**config.mk**
```make
export PLATFORM = sky130hd
export DESIGN_NAME = writeback_queue
export DESIGN_NICKNAME = d
export VERILOG_FILES = /design/src/rtl/writeback_queue.sv
export SDC_FILE = /design/constraint.sdc
export NUM_CORES = 1
export LEC_CHECK = 0
export CAP_MARGIN = 40
export CELL_PAD_IN_SITES_DETAIL_PLACEMENT = 0
export CELL_PAD_IN_SITES_GLOBAL_PLACEMENT = 1
export CORE_AREA = 2 2 265 267
export DETAILED_ROUTE_END_ITERATION = 8
export DIE_AREA = 0 0 267 269
export PLACE_DENSITY = 0.64
export SYNTH_ARGS = -nofsm -noshare
export SYNTH_HDL_FRONTEND = slang
export SYNTH_SLANG_ARGS = --single-unit
export TNS_END_PERCENT = 5
```
**constraint.sdc**
```tcl
create_clock -name clk -period 4.67 [get_ports clk]
set_input_delay 0.467 -clock clk [delete_from_list [all_inputs] [get_ports clk]]
set_output_delay 0.467 -clock clk [all_outputs]
set_load 0.005 [all_outputs]
```
**src/rtl/writeback_queue.sv**
```systemverilog
`default_nettype none
// ============================================================================
// Module      : writeback_queue
// Description : In-order writeback FIFO that feeds the register-file write
//               port. Each cycle it drains one entry into registered write
//               outputs. It also offers a combinational bypass lookup so that
//               decode can read values that are queued but not yet written.
// Revision    : 1.0 - initial release
// ============================================================================
module writeback_queue #(
   parameter int XLEN  = 64,
   parameter int AW    = 5,
   parameter int DEPTH = 4
) (
   input  logic                       clk,
   input  logic                       rst_n,
   input  logic                       in_valid,
   output logic                       in_ready,
   input  logic [AW-1:0]              in_rd,
   input  logic [XLEN-1:0]            in_data,
   output logic                       reg_write,
   output logic [AW-1:0]              rd,
   output logic [XLEN-1:0]            write_data,
   input  logic [AW-1:0]              rs1,
   input  logic [AW-1:0]              rs2,
   output logic                       fwd1_hit,
   output logic [XLEN-1:0]            fwd1_data,
   output logic                       fwd2_hit,
   output logic [XLEN-1:0]            fwd2_data,
   output logic [$clog2(DEPTH+1)-1:0] count
);

   localparam int PW = $clog2(DEPTH);
   localparam int CW = $clog2(DEPTH+1);

   logic [AW-1:0]   rd_mem   [DEPTH];
   logic [XLEN-1:0] data_mem [DEPTH];
   logic [PW-1:0]   head;
   logic [PW-1:0]   tail;
   logic            push;
   logic            pop;

   // Ready depends on occupancy only; writes to x0 are accepted but not stored.
   assign in_ready = (count != CW'(DEPTH));
   assign push     = in_valid & in_ready & (in_rd != '0);
   assign pop      = (count != '0);

   // Storage array; stale contents are harmless because count gates validity.
   always_ff @(posedge clk) begin
      if (push) begin
         rd_mem[tail]   <= in_rd;
         data_mem[tail] <= in_data;
      end
   end

   // Pointers, occupancy and the registered regfile write port.
   always_ff @(posedge clk or negedge rst_n) begin
      if (!rst_n) begin
         head       <= '0;
         tail       <= '0;
         count      <= '0;
         reg_write  <= 1'b0;
         rd         <= '0;
         write_data <= '0;
      end else begin
         if (push) begin
            tail <= tail + 1'b1;
         end
         if (pop) begin
            head       <= head + 1'b1;
            reg_write  <= 1'b1;
            rd         <= rd_mem[head];
            write_data <= data_mem[head];
         end else begin
            reg_write  <= 1'b0;
         end
         case ({push, pop})
            2'b10:   count <= count + 1'b1;
            2'b01:   count <= count - 1'b1;
            default: count <= count;
         endcase
      end
   end

   // Scan candidates oldest to youngest so the youngest match overwrites.
   function automatic logic [XLEN:0] lookup(input logic [AW-1:0] src);
      logic            hit;
      logic [XLEN-1:0] val;
      logic [PW-1:0]   idx;
      hit = 1'b0;
      val = '0;
      if (src != '0) begin
         if (reg_write && (rd == src)) begin
            hit = 1'b1;
            val = write_data;
         end
         for (int i = 0; i < DEPTH; i++) begin
            idx = head + PW'(i);
            if ((CW'(i) < count) && (rd_mem[idx] == src)) begin
               hit = 1'b1;
               val = data_mem[idx];
            end
         end
      end
      return {hit, val};
   endfunction

   // Bypass lookups for both decode source operands.
   always_comb begin
      {fwd1_hit, fwd1_data} = lookup(rs1);
      {fwd2_hit, fwd2_data} = lookup(rs2);
   end

endmodule
`default_nettype wire

```
* Word-level counts from Yosys, hierarchy flattened
Memory sizes are Yosys's and may differ from the RTL's.
Index checks and enable logic that the tools add are counted.
** Word-level totals
- Register bits after elaboration :: 77
- Bits in writable memories :: 276
- Input port bits :: 82
- Output and inout bits :: 204
- Word-level logic and storage cells :: 76
- Memories kept :: 2
** Memory list
- data_mem :: words 4, bits a word 64, read ports 4, clocked after memory_dff 0, wr ports 1, RTL line 37 : logic [XLEN-1:0] data_mem [DEPTH];
- rd_mem :: words 4, bits a word 5, read ports 4, clocked after memory_dff 0, wr ports 1, RTL line 36 : logic [AW-1:0] rd_mem [DEPTH];
** Operators by class
- $add $sub $neg :: 6
- Magnitude comparators :: 4
- Eq/ne operators :: 13
- Muxes and demuxes :: 28
- Bitwise logic cells :: 2
- Reduce and logical (&&, ||, !) cells :: 15
** Operators with widths (number)
- $mux 64 :: 12
- $eq 5x5->1 :: 10
- $mux 1 :: 15
- $reduce_bool 5->1 :: 3
- $logic_and 1x1->1 :: 10
- $lt 1x3->1 const A :: 2
- $lt 2x3->1 const A :: 2
- $pmux 3 s2 :: 1
- $add 2x1->2 const B :: 2
- $add 2x2->2 const B :: 2
- $add 3x1->3 const B :: 1
- $ne 3x3->1 const B :: 1
- $reduce_bool 3->1 :: 1
- $sub 3x1->3 const B :: 1
- $and 1x1->1 :: 2
- $eq 2x1->1 const B :: 1
- $eq 2x2->1 const B :: 1
- $reduce_bool 2->1 :: 1

* Logic depth before layout (Yosys ltp)
- Depth in word-level cells :: 8
- Mapped depth :: 13
- Mapped depth without buffers :: 10

* Least setup slack after synthesis
Ideal clock, no wire load.
- Path kind :: register -> register
- Start point :: register count[0]
- End point :: memory data_mem[0][0] (enable)
- Setup time :: 0.435 ns
- Data arrival time :: 2.900 ns
- Data required time :: 4.235 ns
- Slack :: 1.335 ns
- Cell stages (with the launch flop) :: 7
- Buffers on the path :: 0
- Period minus slack after synthesis :: 3.335 ns
- Path through :: dfrtp_1 -> inv_1 -> ha_1 -> nand2_1 -> nand2_1 -> a21oi_1 -> and2_1
** On the way
- Word-level cells in the longest chain between the ends :: 5
** RTL lines
- from (decl) :: RTL line 30 : output logic [$clog2(DEPTH+1)-1:0] count
- from (signal assigned) :: RTL line 78 : 2'b10: count <= count + 1'b1;
- from (signal assigned) :: RTL line 79 : 2'b01: count <= count - 1'b1;
- from (signal assigned) :: RTL line 80 : default: count <= count;
- $ne 3x3->1 :: RTL line 44 : assign in_ready = (count != CW'(DEPTH));
- named net in_ready :: RTL line 18 : output logic in_ready,
- $and 1x1->1 (2 in a row) :: RTL line 45 : assign push = in_valid & in_ready & (in_rd != '0);
- $mux 1 :: RTL line 50 : if (push) begin
- $mux 1 (implied by the code) :: RTL line 52 : data_mem[tail] <= in_data;
- to (decl) :: RTL line 37
The timed path passes the listed nets, and every way through them passes these cells.

* Worst setup path after layout
- Start point :: register head[0]
- End point :: output fwd1_data[29]
** On the way
- Word-level cells in the longest chain between the ends :: 8
- Elaborated cells on any way between the ends :: 18
- Classes of those cells :: add/sub: 3; eq/ne: 4; mux: 5; reduce/logical: 4; memory: 2
** RTL lines
- from (decl) :: RTL line 38 : logic [PW-1:0] head;
- from (signal assigned) :: RTL line 70 : head <= head + 1'b1;
- $add 2x1->2 / $mem_v2 4x5 (equally long branches)
- $mem_v2 4x5 / $eq 5x5->1 (equally long branches)
- $eq 5x5->1 / $logic_and 1x1->1 (equally long branches) :: RTL line 99 : if ((CW'(i) < count) && (rd_mem[idx] == src)) begin
- $logic_and 1x1->1 / $mux 64 (equally long branches) :: RTL line 99
- $mux 64 (2 in a row) :: RTL line 99
- $mux 64 (*) :: RTL line 99
- $mux 64 (*) :: RTL line 92 : if (src != '0) begin
- to (decl) :: RTL line 27 : output logic [XLEN-1:0] fwd1_data,
Every way passes the cells marked *; elsewhere a longest branch is shown, timed or not.

==> flow_summary.toml <==
[outcome]
status = "finished clean"

[worst_setup_path]
critPathKind = "reg -> out"
cp.depth = 10
setup.worst_path.start_class = "flop"
critPathMaxStageDelay_ns = 0.58
rr_worst_depth = 7
crit_start = "head[0]"
endpoint = "fwd1_data[29]"
worst_path_max_delay_cell = "clkdlybuf4s50_1"
end_kind = "output port"
timing.rr.end = "data_mem[2][28]"
path_cells = "buf_12 -> inv_12 -> mux2i_2 -> xnor2_1 -> and3_2 -> buf_4 -> buf_4 -> a32o_1 -> o32ai_1 -> clkdlybuf4s50_1"
r2r-start = "count[0]"
critPathMaxFanout = 65
path_buf_inv = 5
r2r_slack_ns = 1.69
critPathTopFamily = "buffers and inverters"
crit_top_cell = "buf_4"
critPathRequiredTime_ns = 4.20
arrival_ns = 4.16

[synthesis]
synth_common_cells = "642 x nand2_1, 276 x edfxtp_1, 218 x mux2i_1, 149 x clkbuf_1, 120 x and2_1"
synthCells = 2572
avgSynthCellArea_um2 = 9.31
synth-compound-area-share_pct = 19.6
synth-xor-area-share_pct = 2.23
synth_top_family_by_area = "compound AO/OA/AOI/OAI gates"
yosysMostFrequentCell = "nand2_1"
ys_types = 50
synth_top_area_share_pct = 34.6
synth_area_leaders = "edfxtp_1 35%, nand2_1 10%, mux2i_1 9.1%"
synthSimpleGateAreaFrac_pct = 19.4
synth_fp_nets = 2663
synth_mux_area_share_pct = 10.8
synthArstFlopShare_pct = 21.8
synth_top_cell_by_area = "edfxtp_1"
synth_flop_cell = "edfxtp_1"
synth_edf_count = 276
yosys_warnings = 0
ys_seq_area_share_pct = 42.6
synth_seq_cells = 353
synthAdderAreaFrac_pct = 0.470
syn_area_um2 = 24000

[routing]
vias = 22300
wl_per_cell_um = 25.1
drc = 0
vias_per_cell = 5.97
postRouteAntennaNets = 0
dr.pass1.iters = 6
wl_um = 93800
first_iter_violations = 2399

[placement]
io_buffer_count = 285
hpwlAfterDp_um = 56800
dp_cells = 3627
gp_congestion = 0.872
placed_area_um2 = 28000

[floorplan]
core_area_um2 = 69300
die_h_um = 269
fp.dieArea_um2 = 71800
ioPinCount = 286
core.rowCount = 97
die_w_um = 267
start_util_pct = 34.6

[global_route]
antenna_found_initial = 7
grt_max_degree = 215
grt_pass1_vias = 21600
gr-total-overflow = 0
grt_pass1_wl_um = 138000
grt.total_usage_pct = 25.4

[flow_run]
drv_cap = 0

[clock_tree]
cts_tree = "done"
cts_root_buf = "clkbuf_16"
cts.sinks = 353
htreeDepth = 2
cts_buffer_depth = 3
insertion_delay_ns = 0.60
clk_pin_slew_ns = 0.05
cts_buffers = 45

[finish]
design_area_um2 = 30000
final_nets = 2850
multi_input_area_um2 = 12900
final_cells = 3740
drive_gt1_share_pct = 8.94
fill_cells = 6571
syn_to_final_growth_pct = 25.4
regArea_um2 = 10200

[timing]
skew_ns = 0.0291
min_period_ns = 4.63
max_freq_mhz = 216
finalMaxSlewViolations = 0
setup_violations = 0
finalHoldWorstSlack_ns = 0.381
rsz0062_at_grt = "yes"
slew_headroom_pct = 21.3
worst_pin_slew_ns = 1.18
min_period_over_period_pct = 99.0
finalHoldViolCount = 0

[power]
p_total_mw = 21.3
powerDensity_nw_per_um2 = 710
p_leak_nw = 11.4
irDropWorstVdd_mv = 0.659

[worst_hold_path]
hold_path_class = "in -> async"
[per-layer routing]
layer	part of all wire, %	track usage [%]	vias up
met3	7.9	3.96	194
met5	0.035	0	-
met1	44	34.7	11000
met4	2.8	9.51	4
li1	-	-	10000
met2	45	40.7	1097
[cell families (layout without fill, tap and decap cells)]
| kind of cell | after synthesis | after routing |
|---|---|---|
| buffers and inverters | 257 | 481 |
| multiplexers | 242 | 242 |
| adder cells (fa/ha/maj) | 9 | 9 |
| flip-flops | 353 | 353 |
| AO/OA/AOI/OAI | 599 | 599 |
| AND/OR/NAND/NOR | 1051 | 1051 |
| XOR/XNOR | 61 | 61 |
| other | 0 | 4 |
[report_power, final]
group | internal [mW] | switching, mW | leakage [nW]
sequential | 4.30 | 0.740 | 3.43
combinational | 5.27 | 7.30 | 7.19
clock | 2.27 | 1.43 | 0.754
[cells in the final DEF, fill, tap and decap left out, types with 7 or more instances in the layout]
master,instances
clkbuf_16,48
xnor2_1,35
a31o_1,61
o32ai_2,15
o21a_1,7
clkbuf_1,10
nor2b_1,57
nor3_1,61
nand3_1,64
o22ai_1,66
mux2_2,11
o31ai_1,57
nor2_1,75
mux2i_1,217
o32ai_1,47
buf_12,35
nand2_1,641
ha_1,9
a221o_1,64
clkdlybuf4s50_1,284
buf_4,62
a221oi_1,62
dfrtp_1,75
o21ai_0,20
a32o_1,62
mux4_2,13
a31oi_1,65
bufinv_16,7
a21oi_1,63
edfxtp_1,276
xor2_1,25
and2_1,115
[flip-flops by register name, indices dropped and copies added (netlist names)]
name / flops
reg_write: 1
count: 3
write_data: 64
data_mem: 256
tail: 2
rd_mem: 20
head: 2
rd: 5
[per-stage QoR]
step / util, % / setup WS (ns) / TNS [ns]
detailed placement: 40.4 / 0.269 / 0
global route: 43.3 / -0.0996 / -0.287
CTS: 42.9 / -0.0908 / -0.117
finish: 43.3 / 0.0446 / 0
floorplan: - / 1.34 / 0
global placement: 40.3 / 0.266 / 0
[cell type report]
cell class                      instances  share of cell area, %
Sequential cell                       353                   34.0
Inverter                                8                  0.142
Clock buffer                           60                   4.18
Timing Repair Buffer                  389                   13.9
Multi-Input combinational cell       1962                   42.8
Clock inverter                         24                   1.02
Tap cell                              940                   3.92
Antenna cell                            4                 0.0333
[repair_timing]
| action | 4_1_cts | 5_1_grt |
|---|---|---|
| gates resized for setup | 14 | 22 |
| pin swaps | 2 | 5 |
| gates cloned | 0 | 1 |
| hold buffers | 1 | 0 |
| buffers inserted | 7 | 16 |
| setup endpoints to repair | 115 | 117 |
| hold endpoints to repair | 16 | 0 |
[worst register-to-register path: cells and delay by family (launching register included)]
| family | cells | cell delay, ns |
|---|---|---|
| AO/OA/AOI/OAI | 1 | 0.67 |
| adder cells (fa/ha/maj) | 1 | 0.22 |
| buffers and inverters | 2 | 0.49 |
| flip-flops | 1 | 0.47 |
| AND/OR/NAND/NOR | 3 | 0.79 |
[worst min path at each step]
| stage | end | slack [ns] | depth (start not counted) |
|---|---|---|---|
| final | rd[2] | 0.38 | 2 |
| after global routing | write_data[41] | 0.42 | 2 |
| after CTS | write_data[41] | 0.38 | 2 |
| after detailed placement | rd[2] | 0.45 | 1 |
| after global placement | write_data[15] | 0.51 | 2 |
| after floorplan | count[0] | 0.17 | 0 |
(Power assumes the default switching activity.)
